--- src/rtl/spi_pwm_pkg.sv ---
// Shared definitions for the SPI-controlled PWM register block:
// register addresses, decoder FSM states and the default ID byte.
package spi_pwm_pkg;

  localparam int unsigned ADDR_W = 7;
  localparam int unsigned DATA_W = 8;

  localparam logic [ADDR_W-1:0] ADDR_CTRL     = 7'h00;
  localparam logic [ADDR_W-1:0] ADDR_PRESCALE = 7'h01;
  localparam logic [ADDR_W-1:0] ADDR_DUTY0    = 7'h02;
  localparam logic [ADDR_W-1:0] ADDR_ID       = 7'h7F;

  localparam logic [DATA_W-1:0] ID_VALUE_DEFAULT = 8'hA5;

  typedef enum logic [1:0] {
    ST_IDLE = 2'd0,
    ST_CMD  = 2'd1,
    ST_WR   = 2'd2,
    ST_RD   = 2'd3
  } state_t;

endpackage : spi_pwm_pkg

--- src/rtl/spi_cmd_decoder.sv ---
// SPI command decoder: frames of [cmd, data...] write shadow registers or read
// them back; shadow settings are committed to the PWM outputs at frame end.
module spi_cmd_decoder
  import spi_pwm_pkg::*;
#(
  parameter int unsigned       NUM_CH   = 4,
  parameter logic [DATA_W-1:0] ID_VALUE = ID_VALUE_DEFAULT
) (
  input  logic                     i_Clk,
  input  logic                     i_Rst,
  input  logic                     i_CS_n,
  input  logic                     i_RX_DV,
  input  logic [DATA_W-1:0]        i_RX_Byte,
  output logic                     o_TX_DV,
  output logic [DATA_W-1:0]        o_TX_Byte,
  output logic [NUM_CH-1:0]        o_Enable,
  output logic [DATA_W-1:0]        o_Prescale,
  output logic [DATA_W*NUM_CH-1:0] o_Duty,
  output logic                     o_Update
);

  state_t              state;
  logic [ADDR_W-1:0]   addr;
  logic                wr_flag;
  logic                cs_q;

  logic [NUM_CH-1:0]   shadow_en;
  logic [DATA_W-1:0]   shadow_pre;
  logic [DATA_W-1:0]   shadow_duty [NUM_CH];

  logic [ADDR_W-1:0]   rd_addr_c;
  logic [DATA_W-1:0]   rd_data_c;
  logic                wr_ctrl_c;
  logic                wr_pre_c;
  logic [NUM_CH-1:0]   wr_duty_c;
  logic                wr_hit_c;

  // Read mux: in CMD the address comes straight from the command byte.
  always_comb begin
    rd_addr_c = (state == ST_CMD) ? i_RX_Byte[ADDR_W-1:0] : addr;
    rd_data_c = '0;
    if (rd_addr_c == ADDR_CTRL) begin
      rd_data_c = DATA_W'(shadow_en);
    end else if (rd_addr_c == ADDR_PRESCALE) begin
      rd_data_c = shadow_pre;
    end else if (rd_addr_c == ADDR_ID) begin
      rd_data_c = ID_VALUE;
    end
    for (int k = 0; k < NUM_CH; k++) begin
      if (rd_addr_c == ADDR_DUTY0 + ADDR_W'(k)) begin
        rd_data_c = shadow_duty[k];
      end
    end
  end

  // Write decode for the current address; ID and unmapped addresses never hit.
  always_comb begin
    wr_ctrl_c = (addr == ADDR_CTRL);
    wr_pre_c  = (addr == ADDR_PRESCALE);
    wr_duty_c = '0;
    for (int k = 0; k < NUM_CH; k++) begin
      wr_duty_c[k] = (addr == ADDR_DUTY0 + ADDR_W'(k));
    end
    wr_hit_c = wr_ctrl_c | wr_pre_c | (|wr_duty_c);
  end

  always_ff @(posedge i_Clk) begin
    if (i_Rst) begin
      state      <= ST_IDLE;
      addr       <= '0;
      wr_flag    <= 1'b0;
      cs_q       <= 1'b1;
      shadow_en  <= '0;
      shadow_pre <= '0;
      for (int k = 0; k < NUM_CH; k++) begin
        shadow_duty[k] <= '0;
      end
      o_TX_DV    <= 1'b0;
      o_TX_Byte  <= '0;
      o_Enable   <= '0;
      o_Prescale <= '0;
      o_Duty     <= '0;
      o_Update   <= 1'b0;
    end else begin
      cs_q     <= i_CS_n;
      o_TX_DV  <= 1'b0;
      o_Update <= 1'b0;

      if (i_CS_n) begin
        // Any byte arriving with the CS rise is dropped; earlier writes still commit.
        state   <= ST_IDLE;
        wr_flag <= 1'b0;
        if (!cs_q && wr_flag) begin
          o_Enable   <= shadow_en;
          o_Prescale <= shadow_pre;
          for (int k = 0; k < NUM_CH; k++) begin
            o_Duty[DATA_W*k +: DATA_W] <= shadow_duty[k];
          end
          o_Update <= 1'b1;
        end
      end else begin
        unique case (state)
          ST_IDLE: begin
            state <= ST_CMD;
          end

          ST_CMD: begin
            if (i_RX_DV) begin
              if (i_RX_Byte[DATA_W-1]) begin
                state <= ST_WR;
                addr  <= i_RX_Byte[ADDR_W-1:0];
              end else begin
                state     <= ST_RD;
                addr      <= i_RX_Byte[ADDR_W-1:0] + ADDR_W'(1);
                o_TX_DV   <= 1'b1;
                o_TX_Byte <= rd_data_c;
              end
            end
          end

          ST_WR: begin
            if (i_RX_DV) begin
              if (wr_ctrl_c) begin
                shadow_en <= i_RX_Byte[NUM_CH-1:0];
              end
              if (wr_pre_c) begin
                shadow_pre <= i_RX_Byte;
              end
              for (int k = 0; k < NUM_CH; k++) begin
                if (wr_duty_c[k]) begin
                  shadow_duty[k] <= i_RX_Byte;
                end
              end
              if (wr_hit_c) begin
                wr_flag <= 1'b1;
              end
              addr <= addr + ADDR_W'(1);
            end
          end

          ST_RD: begin
            if (i_RX_DV) begin
              o_TX_DV   <= 1'b1;
              o_TX_Byte <= rd_data_c;
              addr      <= addr + ADDR_W'(1);
            end
          end

          default: begin
            state <= ST_IDLE;
          end
        endcase
      end
    end
  end

endmodule : spi_cmd_decoder

--- config.mk ---
export PLATFORM = sky130hd
export DESIGN_NAME = spi_cmd_decoder
export DESIGN_NICKNAME = d
export VERILOG_FILES = /design/src/rtl/spi_pwm_pkg.sv /design/src/rtl/spi_cmd_decoder.sv
export SDC_FILE = /design/constraint.sdc
export NUM_CORES = 1
export LEC_CHECK = 0
export BUFFER_PORTS_ARGS = -buffer_cell sky130_fd_sc_hd__buf_2
export CAP_MARGIN = 20
export CELL_PAD_IN_SITES_DETAIL_PLACEMENT = 1
export CELL_PAD_IN_SITES_GLOBAL_PLACEMENT = 2
export CORE_ASPECT_RATIO = 0.75
export CORE_UTILIZATION = 32
export CTS_CLUSTER_DIAMETER = 150
export DETAILED_ROUTE_END_ITERATION = 7
export GPL_TIMING_DRIVEN = 1
export MAX_ROUTING_LAYER = met4
export PLACE_DENSITY = 0.78
export SLEW_MARGIN = 20
export SYNTH_ARGS = -nofsm -noshare
export SYNTH_HDL_FRONTEND = slang
export SYNTH_SLANG_ARGS = --single-unit
--- constraint.sdc ---
create_clock -name i_Clk -period 1.9 [get_ports i_Clk]
set_input_delay 0.38 -clock i_Clk [delete_from_list [all_inputs] [get_ports i_Clk]]
set_output_delay 0.38 -clock i_Clk [all_outputs]
set_load 0.02 [all_outputs]
==> metrics.csv, run 1 <==
stage,metric,value,unit
outcome,status,"complete, no violations",
timing,max_clock_freq,536,MHz
run,cap_violations,0,
die,dieHeight,109,um
timing,maxSlewHeadroom,43.1,%
die,io_pins,66,
global_routing,grt_pass1_vias,4394,
cells_and_area,nFillCells,1749,
synth,yosys.area_share.adder,1.27,%
synth,ys_seq_elements,109,
die,rows,38,
timing,clock_skew,7.49,ps
die,dieArea,0.0159,mm2
setup_path,start_kind,register,
die,initial_utilization,33.3,%
synth,yosys.area_share.simple,23.2,%
synth,synth.avg_cell_area,9.11,um2
detailed_routing,antenna_left,0,
synth,synthCells,539,
power_and_ir_drop,ir_drop,439,uV
cells_and_area,layout_common_cells,"nand2_1 (110), dfxtp_1 (73), buf_4 (69)",
clock_network,path_clk_slew,70,ps
synth,ys_seq_area_share,51.0,%
timing,hold_violations,0,
timing,finalWorstSetupSlack,34.0,ps
cells_and_area,fin_nets,671,
global_routing,met2_usage,33.7,%
setup_path,cp.required,2140,ps
timing,rsz0062_at_grt,true,
cells_and_area,layout_commonest_cell,nand2_1,
detailed_routing,dr.pass1.iters,5,
synth,yosys_warnings,0,
detailed_routing,post_drt_via_cell_ratio,5.02,
detailed_routing,drcViolationCount,0,
die,die_w,145,um
cells_and_area,area_growth,28.7,%
clock_network,clock_sinks,109,
global_routing,busiest_layer,met2,
setup_path,cp.arrival,2110,ps
global_routing,grt_max_degree,46,
synth,synthFlopType,dfxtp_1,
synth,yosys.cell_types.count,49,
synth,async_reset_ff_share,0,%
global_routing,grt_pass1_wl,24300,um
placed_design,dp_hpwl,11900,um
timing,maxSlewViolCount,0,
global_routing,grtUsageMet3,4.23,%
worst_hold_path,worstHoldPathType,in -> reg,
setup_path,critPathMaxFanout,8,
placed_design,post-place-ws,-153,ps
cells_and_area,seq_area,0.00251,mm2
power_and_ir_drop,p_per_area,747,mW/mm2
placed_design,gp_congestion,0.858,
global_routing,grt-ovfl-total,0,
detailed_routing,vias,4310,
detailed_routing,wl,15600,um
detailed_routing,route.detailed.wl_per_inst,18.2,um
setup_path,worstSetupPathType,reg -> reg,
clock_network,worst_skew_pair.late_latency,360,ps
timing,period_share,98.2,%
global_routing,use_met1,27.5,%
detailed_routing,drt_iter0_drc,257,
synth,synthMuxAreaShare,5.30,%
power_and_ir_drop,p_leak,2.57,nW
clock_network,cts_tree,done,
synth,syn_area,0.00491,mm2
clock_network,clockBufferDepth,2,
synth,synth_compound_area_share,14.4,%
timing,max_slew.worst_pin.slew,854,ps
cells_and_area,multiInputGateArea,0.00237,mm2
cells_and_area,fin_util,42.9,%
global_routing,antenna_found_initial,0,
global_routing,track_usage,21.1,%
cells_and_area,antenna_cells,0,
timing,finalSetupViolations,0,
synth,synthesis.nets,556,
cells_and_area,final_layout_size_suffix_gt1_share,29.3,%
synth,synth_xor_area_share,1.07,%
placed_design,portBuffers,65,
synth,synth-edff-count,32,
clock_network,cts_max_level,3,
setup_path,end_kind,register,
die,coreArea,0.0147,mm2
timing,fin_crit,1870,ps
synth,synth_top_family_by_area,simple AND/OR/NAND/NOR gates,
clock_network,cts_made_buffers,9,
clock_network,cts_root_buffer,clkbuf_16,
clock_network,hold_buffers,0,
stage by stage:
stage               hold slack (ps)  area, um2  instances  power [W]  TNS [ps]
finish                          298       6320        859    0.00472         0
global route                    299       6320        859    0.00490      -160
CTS                             288       6140        851    0.00471         0
detailed placement              448       5830        834    0.00292      -781
global placement                441       5830        834    0.00291      -478
floorplan                       437       4910        539    0.00273         0
worst max-delay path, cell delays in order (launching register included):
cell	delay [ps]
dfxtp_2	330
nand2b_2	260
a31o_4	320
buf_4	160
a222oi_1	240
nor2_1	110
a221oi_2	220
a211oi_2	110
final timing paths:
kind / slack, ps / depth (start not counted) / end / start
worst max-delay path: 30 / 7 / o_TX_Byte[6] / state[1]
worst min register to register: 450 / 2 / o_Duty[25] / o_Duty[25]
worst min-delay path: 300 / 2 / cs_q / i_CS_n
worst max register to register: 30 / 7 / o_TX_Byte[6] / state[1]
where the power goes:
part	switching, W	leakage [nW]	internal [W]
combinational	0.000263	1.48	0.000209
sequential	0.0000349	0.953	0.00242
clock	0.000870	0.132	0.000926
routing by layer:
layer,part of all wire (%),wire [um]
met1,50,7810
met2,45,7030
met3,4.3,673
met4,0.89,139
met5,0,0
registers in the layout, indices dropped and copies added (netlist names), 2 cells and up:
| signal | count |
|---|---|
| addr | 7 |
| o_Duty | 32 |
| o_Enable | 4 |
| o_Prescale | 8 |
| o_TX_Byte | 8 |
| shadow_duty | 32 |
| shadow_en | 4 |
| shadow_pre | 8 |
| state | 2 |
logic make-up after synthesis:
kind of cell	after synthesis
mux	23
compound gates	113
fa+ha+maj	5
simple gates	240
xor+xnor	6
buf+inv	43
flops	109
cells in the mapped netlist (4+ instances only):
cell	instances	share of area, %
xor2_1	5	0.89
nand2_1	110	8.4
nand2b_1	10	1.3
a211oi_1	6	0.92
edfxtp_1	32	20
mux2i_1	17	3.5
and2_1	32	4.1
or2_2	4	0.51
clkbuf_1	29	2.2
ha_1	5	1.3
mux2_2	4	0.92
nand3_1	11	1.1
a222oi_1	5	1.0
o21ai_0	11	1.1
o32ai_1	5	0.89
dfxtp_1	77	31
nor3_1	5	0.51
a21oi_1	62	6.3
o21bai_1	4	0.61
inv_1	8	0.61
nor2_1	43	3.3
nor2b_1	8	1.0
repair_timing:
action,CTS,global route
cloned,1,1
gates resized for setup,6,27
endpoints found under the setup margin,8,13
buffers inserted,0,7
pin swaps,0,6
layout make-up:
class                      instances  area share [%]
inverter                           8           0.475
multi-input combinational        389            37.5
tap                              200            3.96
sequential                       109            39.7
clock inverter                     5           0.534
clock buffer                      11            3.84
timing repair buffer             137            14.0
(Power assumes the default switching activity.)
==> inputs of run 2 (changes only) <==
- CORE_UTILIZATION: 32 -> 35
- PLACE_DENSITY: 0.78 -> 0.81
- clock period: 1.9 -> 1.8 ns (I/O delays scaled with it)
==> metrics.csv, run 2 (synthesis results as in run 1) <==
stage,metric,value,unit,change
cells_and_area,stdcell_area,0.00631,mm2,-0.20%
clock_network,path_clk_slew,80,ps,about the same
timing,finalSetupViolations,7,,+7
power_and_ir_drop,total_power,0.00502,W,+6.3%
detailed_routing,wl,15900,um,+1.3%
die,dieArea,0.0145,mm2,-8.4%
power_and_ir_drop,p_int,0.00375,W,+5.5%
global_routing,grt_pass1_wl,24800,um,+2.0%
clock_network,cts_root_buffer,clkbuf_16,,
setup_path,worstSetupPathType,reg -> reg,,
die,coreArea,0.0137,mm2,-7.0%
power_and_ir_drop,power.share.clock,38.8,%,+0.8 points
die,rows,37,,-2.6%
detailed_routing,post_drt_via_cell_ratio,5.25,,+4.6%
cells_and_area,fin_util,46.0,%,+3.2 points
setup_path,cp.arrival,2060,ps,-50 ps
cells_and_area,largestRegisters,"o_Duty (32), shadow_duty (32)",,
power_and_ir_drop,p_leak,2.53,nW,-1.5%
timing,rsz0062_at_grt,true,,
worst_hold_path,worstHoldPathType,in -> reg,,
clock_network,hold_buffers,0,,unchanged
detailed_routing,drcViolationCount,17,,+17
run,cap_violations,0,,unchanged
cells_and_area,layout_common_cells,"nand2_1 (108), dfxtp_1 (74), buf_2 (65)",,
timing,maxSlewViolCount,0,,unchanged
timing,finalWorstSetupSlack,-30.7,ps,-64.7 ps
detailed_routing,drt_iter0_drc,213,,-17%
clock_network,worst_skew_pair.late_latency,360,ps,about the same
global_routing,track_usage,23.3,%,+2.1 points
clock_network,cts_made_buffers,9,,unchanged
timing,maxSlewHeadroom,65.8,%,+23 points
detailed_routing,dr.pass1.iters,8,,+3
cells_and_area,layout_commonest_cell,nand2_1,,
placed_design,place_inst,803,,-3.7%
placed_design,portBuffers,65,,unchanged
placed_design,placed_area,0.00584,mm2,about the same
setup_path,start_kind,register,,
detailed_routing,antenna_left,0,,unchanged
clock_network,cts_tree,done,,
cells_and_area,final_layout_size_suffix_gt1_share,29.1,%,-0.17 points
timing,max_clock_freq,546,MHz,+1.9%
timing,hold_violations,0,,unchanged
placed_design,gp_congestion,0.893,,+4.1%
global_routing,grt_max_degree,45,,-2.2%
clock_network,cts_max_level,3,,unchanged
cells_and_area,instances_no_fill,825,,-4.0%
outcome,violations,"design-rule violations, negative setup slack",,
setup_path,end_kind,register,,
timing,fin_crit,1830,ps,-35.3 ps
detailed_routing,vias,4328,,+0.42%
setup_path,cp.required,2030,ps,-110 ps
power_and_ir_drop,p_sw_share,25.3,%,+0.54 points
die,initial_utilization,35.8,%,+2.5 points
cells_and_area,area_growth,28.5,%,
die,io_pins,66,,unchanged
cells_and_area,fin_nets,661,,-1.5%
clock_network,clockBufferDepth,2,,unchanged
power_and_ir_drop,ir_drop,456,uV,+3.9%
outcome,status,finished with violations,,
global_routing,antenna_found_initial,1,,+1
timing,period_share,102,%,+3.5 points
die,die_w,139,um,-4.3%
timing,clock_skew,8.67,ps,+1.18 ps
timing,max_slew.worst_pin.slew,513,ps,-341 ps
global_routing,grt-ovfl-total,0,,unchanged
placed_design,dp_hpwl,11600,um,-2.1%
power_and_ir_drop,combPwrFrac,9.6,%,-0.4 points
power_and_ir_drop,p_sw,0.00127,W,+8.6%
detailed_routing,route.detailed.wl_per_inst,19.2,um,+5.5%
global_routing,grt_pass1_vias,4290,,-2.4%
die,dieHeight,105,um,-4.3%
placed_design,post-place-ws,-111,ps,+41.7 ps
clock_network,clock_sinks,109,,unchanged
power_and_ir_drop,p_per_area,796,mW/mm2,+6.5%
power_and_ir_drop,seq_power_share,51.6,%,-0.4 points
setup_path,critPathMaxFanout,6,,-2
## run 2: changes by cell type in the layout (fill, tap and decap cells not counted), moves of 2 or more
cell,change
dfxtp_2,-2
nand2_2,+2
buf_12,+5
o21bai_2,+2
nand2_1,-2
o21bai_1,-2
clkinv_2,-2
clkinv_4,+2
buf_4,-16
clkinvlp_4,-2
## run 2: metal layers
layer	share of wire, %	track usage [%]
met2	46	35.3
met1	48	31.2
met4	0.90	5.95
met3	5.3	5.36
met5	0	-
## run 2: critical path, cell delays in order, from the launching register on
cell and delay [ps]:
dfxtp_2 330, nand2b_4 180, buf_12 140, mux2i_4 200, buf_6 150, nand3_4 50
and2b_2 260, a222oi_1 270, a211oi_1 120
## run 2: repair_timing
| item | in CTS | in global routing |
|---|---|---|
| buffers inserted | 3 | 1 |
| endpoints found under the setup margin | 48 | 50 |
| gates cloned | 2 | 0 |
| pin swaps | 11 | 11 |
| gates resized for setup | 19 | 14 |
## run 2: path summary, 6_finish.rpt
path	start	end	slack, ps	depth (start not counted)
setup reg to reg	state[1]	o_TX_Byte[3]	-30	8
hold / removal	i_CS_n	cs_q	290	2
setup / recovery	state[1]	o_TX_Byte[3]	-30	8
hold reg to reg	o_Duty[18]	o_Duty[18]	450	2
## run 2: cell type report
cell class | count | area [um2]
Timing Repair Buffer | 127 | 877
Inverter | 8 | 30.0
Fill cell | 1613 | 7390
Antenna cell | 1 | 2.50
Multi-Input combinational cell | 389 | 2380
Clock inverter | 5 | 46.3
Tap cell | 175 | 219
Sequential cell | 109 | 2510
Clock buffer | 11 | 243
## run 2: power by group through the flow
| stage | Clock (W) | Combinational (W) | Sequential, W |
|---|---|---|---|
| 6_report | 0.00195 | 0.000482 | 0.00259 |
| 5_1_grt | 0.00210 | 0.000518 | 0.00259 |
| 4_1_cts | 0.00199 | 0.000464 | 0.00259 |
| 3_5_place_dp | 0 | 0.000431 | 0.00265 |
| 3_3_place_gp | 0 | 0.000424 | 0.00264 |
| 2_1_floorplan | 0 | 0.000263 | 0.00263 |
## run 2: through the flow
stage | setup TNS (ps) | hold slack, ps
after floorplan | -27.0 | 437
after global routing | -2770 | 277
after global placement | -275 | 442
after detailed placement | -783 | 444
after CTS | -81.8 | 283
final | -74.7 | 285
==> inputs of run 3 (changes only) <==
- PLACE_DENSITY: 0.81 -> default
- PLACE_DENSITY_LB_ADDON: default -> 0.1
==> metrics.csv, run 3 (synthesis results as in run 1) <==
stage,metric,value,unit,change
global_routing,grt_pass1_vias,4277,,-0.30%
detailed_routing,wl,16600,um,+4.4%
timing,whs,279,ps,-6.09 ps
cells_and_area,antenna_cells,0,,-1
run,cap_violations,0,,unchanged
cells_and_area,multiInputGateArea,0.00242,mm2,+1.7%
timing,finalSetupViolations,4,,-3
setup_path,critPathMaxFanout,7,,+1
setup_path,cp-endpoint,o_TX_Byte[6],,
cells_and_area,stdcell_area,0.00644,mm2,+2.0%
clock_network,path_clk_slew,70,ps,about the same
setup_path,ff2ff_setup_slack,-110,ps,-80 ps
clock_network,hold_buffers,0,,unchanged
detailed_routing,dr.pass1.iters,6,,-2
clock_network,clock_sinks,109,,unchanged
timing,max_slew.worst_pin.slew,556,ps,+42.7 ps
setup_path,cp.required,2040,ps,about the same
cells_and_area,final_layout_size_suffix_gt1_share,31.5,%,+2.4 points
cells_and_area,fin_nets,675,,+2.1%
global_routing,antenna_found_initial,0,,-1
power_and_ir_drop,p_leak,2.61,nW,+3.4%
detailed_routing,vias,4347,,+0.44%
global_routing,grt_pass1_wl,25600,um,+3.3%
cells_and_area,layout_commonest_cell,nand2_1,,
detailed_routing,antenna_left,0,,unchanged
worst_hold_path,worstHoldPathType,in -> reg,,
outcome,status,finished with violations,,
setup_path,reg2reg_to,o_TX_Byte[6],,
setup_path,crit_start,state[1],,
die,die_w,139,um,unchanged
timing,rsz0062_at_grt,true,,
placed_design,portBuffers,65,,unchanged
die,io_pins,66,,unchanged
global_routing,grt-ovfl-total,0,,unchanged
detailed_routing,post_drt_via_cell_ratio,5.19,,-1.1%
setup_path,reg2reg_from,state[1],,
global_routing,track_usage,24.4,%,+1.1 points
global_routing,grt_max_degree,38,,-16%
cells_and_area,nFillCells,1608,,-0.31%
detailed_routing,drt_iter0_drc,270,,+27%
cells_and_area,area_growth,31.1,%,
placed_design,gp_congestion,0.883,,-1.2%
die,dieArea,0.0145,mm2,unchanged
outcome,violations,"design-rule violations, negative setup slack",,
setup_path,end_kind,register,,
timing,hold_violations,0,,unchanged
setup_path,r2r_cells,7,,-1
placed_design,placed_area,0.00589,mm2,+0.86%
timing,period_share,106,%,+4.7 points
die,rows,37,,unchanged
timing,maxSlewHeadroom,62.6,%,-3.2 points
timing,maxSlewViolCount,0,,unchanged
clock_network,cts_max_level,3,,unchanged
die,dieHeight,105,um,unchanged
detailed_routing,route.detailed.wl_per_inst,19.8,um,+2.8%
cells_and_area,largestRegisters,"o_Duty (32), shadow_duty (32)",,
cells_and_area,layout_common_cells,"nand2_1 (110), dfxtp_1 (72), buf_4 (66)",,
power_and_ir_drop,p_per_area,795,mW/mm2,about the same
clock_network,cts_root_buffer,clkbuf_16,,
timing,setup_tns,-163,ps,-88.0 ps
placed_design,dp_hpwl,12300,um,+5.9%
clock_network,clockBufferDepth,2,,unchanged
timing,clock_skew,4.64,ps,-4.03 ps
setup_path,worstSetupPathType,reg -> reg,,
clock_network,cts_tree,done,,
cells_and_area,seq_area,0.00251,mm2,+0.20%
clock_network,worst_skew_pair.late_latency,360,ps,about the same
clock_network,cts_made_buffers,9,,unchanged
power_and_ir_drop,ir_drop,495,uV,+8.7%
timing,fin_crit,1910,ps,+84.1 ps
timing,finalWorstSetupSlack,-115,ps,-84.1 ps
timing,max_clock_freq,522,MHz,-4.4%
setup_path,cp.arrival,2150,ps,+90 ps
detailed_routing,drcViolationCount,15,,-2
die,initial_utilization,35.8,%,unchanged
die,coreArea,0.0137,mm2,unchanged
setup_path,start_kind,register,,
[run 3: changes by cell type in the layout (fill, tap and decap cells not counted), sizes merged]
cell    before  now
clkbuf      11   13
clkinv       4    1
diode        1    0
bufinv       0    1
buf        127  141
[run 3: worst min path at each step]
stage                             to  startpoint  depth (start not counted)
after CTS                       cs_q      i_CS_n                          2
final                           cs_q      i_CS_n                          2
after floorplan              wr_flag     wr_flag                          2
after global routing            cs_q      i_CS_n                          2
after global placement    o_Duty[17]  o_Duty[17]                          2
after detailed placement  o_Duty[23]  o_Duty[23]                          2
[run 3: layout make-up]
type | instances | share of cell area, %
tap | 175 | 3.40
inverter | 8 | 0.505
clock buffer | 13 | 3.75
clock inverter | 3 | 0.738
timing repair buffer | 141 | 14.9
multi-input combinational | 389 | 37.7
sequential | 109 | 39.0
[run 3: report_power, final]
part / internal, W / total (W) / switching (W)
combinational: 0.000227 / 0.000522 / 0.000294
sequential: 0.00255 / 0.00259 / 0.0000401
clock: 0.00109 / 0.00200 / 0.000910
total: 0.00388 / 0.00512 / 0.00124
[run 3: what timing repair did]
| item | 4_1_cts | 5_1_grt |
|---|---|---|
| pin swaps | 9 | 17 |
| gates resized for setup | 17 | 33 |
| endpoints found under the setup margin | 10 | 62 |
| setup buffers | 3 | 4 |
| hold endpoints to repair | 0 | 0 |
| gates cloned | 1 | 1 |
[run 3: stage by stage]
| step | total power (W) | utilization (%) | std cells | setup slack (ps) |
|---|---|---|---|---|
| after detailed placement | 0.00310 | 43.0 | 813 | -167 |
| after global placement | 0.00309 | 43.0 | 813 | -89.9 |
| after floorplan | 0.00289 | - | 539 | -27.0 |
| after global routing | 0.00531 | 47.0 | 838 | -122 |
| after CTS | 0.00512 | 45.8 | 833 | -61.6 |
| final | 0.00512 | 47.0 | 838 | -115 |
[run 3: routing by layer]
metal,up-vias,routed length [um],GRT usage (%)
met5,-,0,-
li1,2106,-,-
met1,2148,8280,33.6
met4,0,218,5.87
met2,77,7370,36.5
met3,16,692,5.27
[run 3: worst max-delay path, stage by stage (launching register included)]
cell	delay [ps]
dfxtp_2	330
nand2b_2	240
a31o_4	310
buf_6	120
a222oi_1	290
nor2_1	140
a221oi_1	250
a211oi_1	110
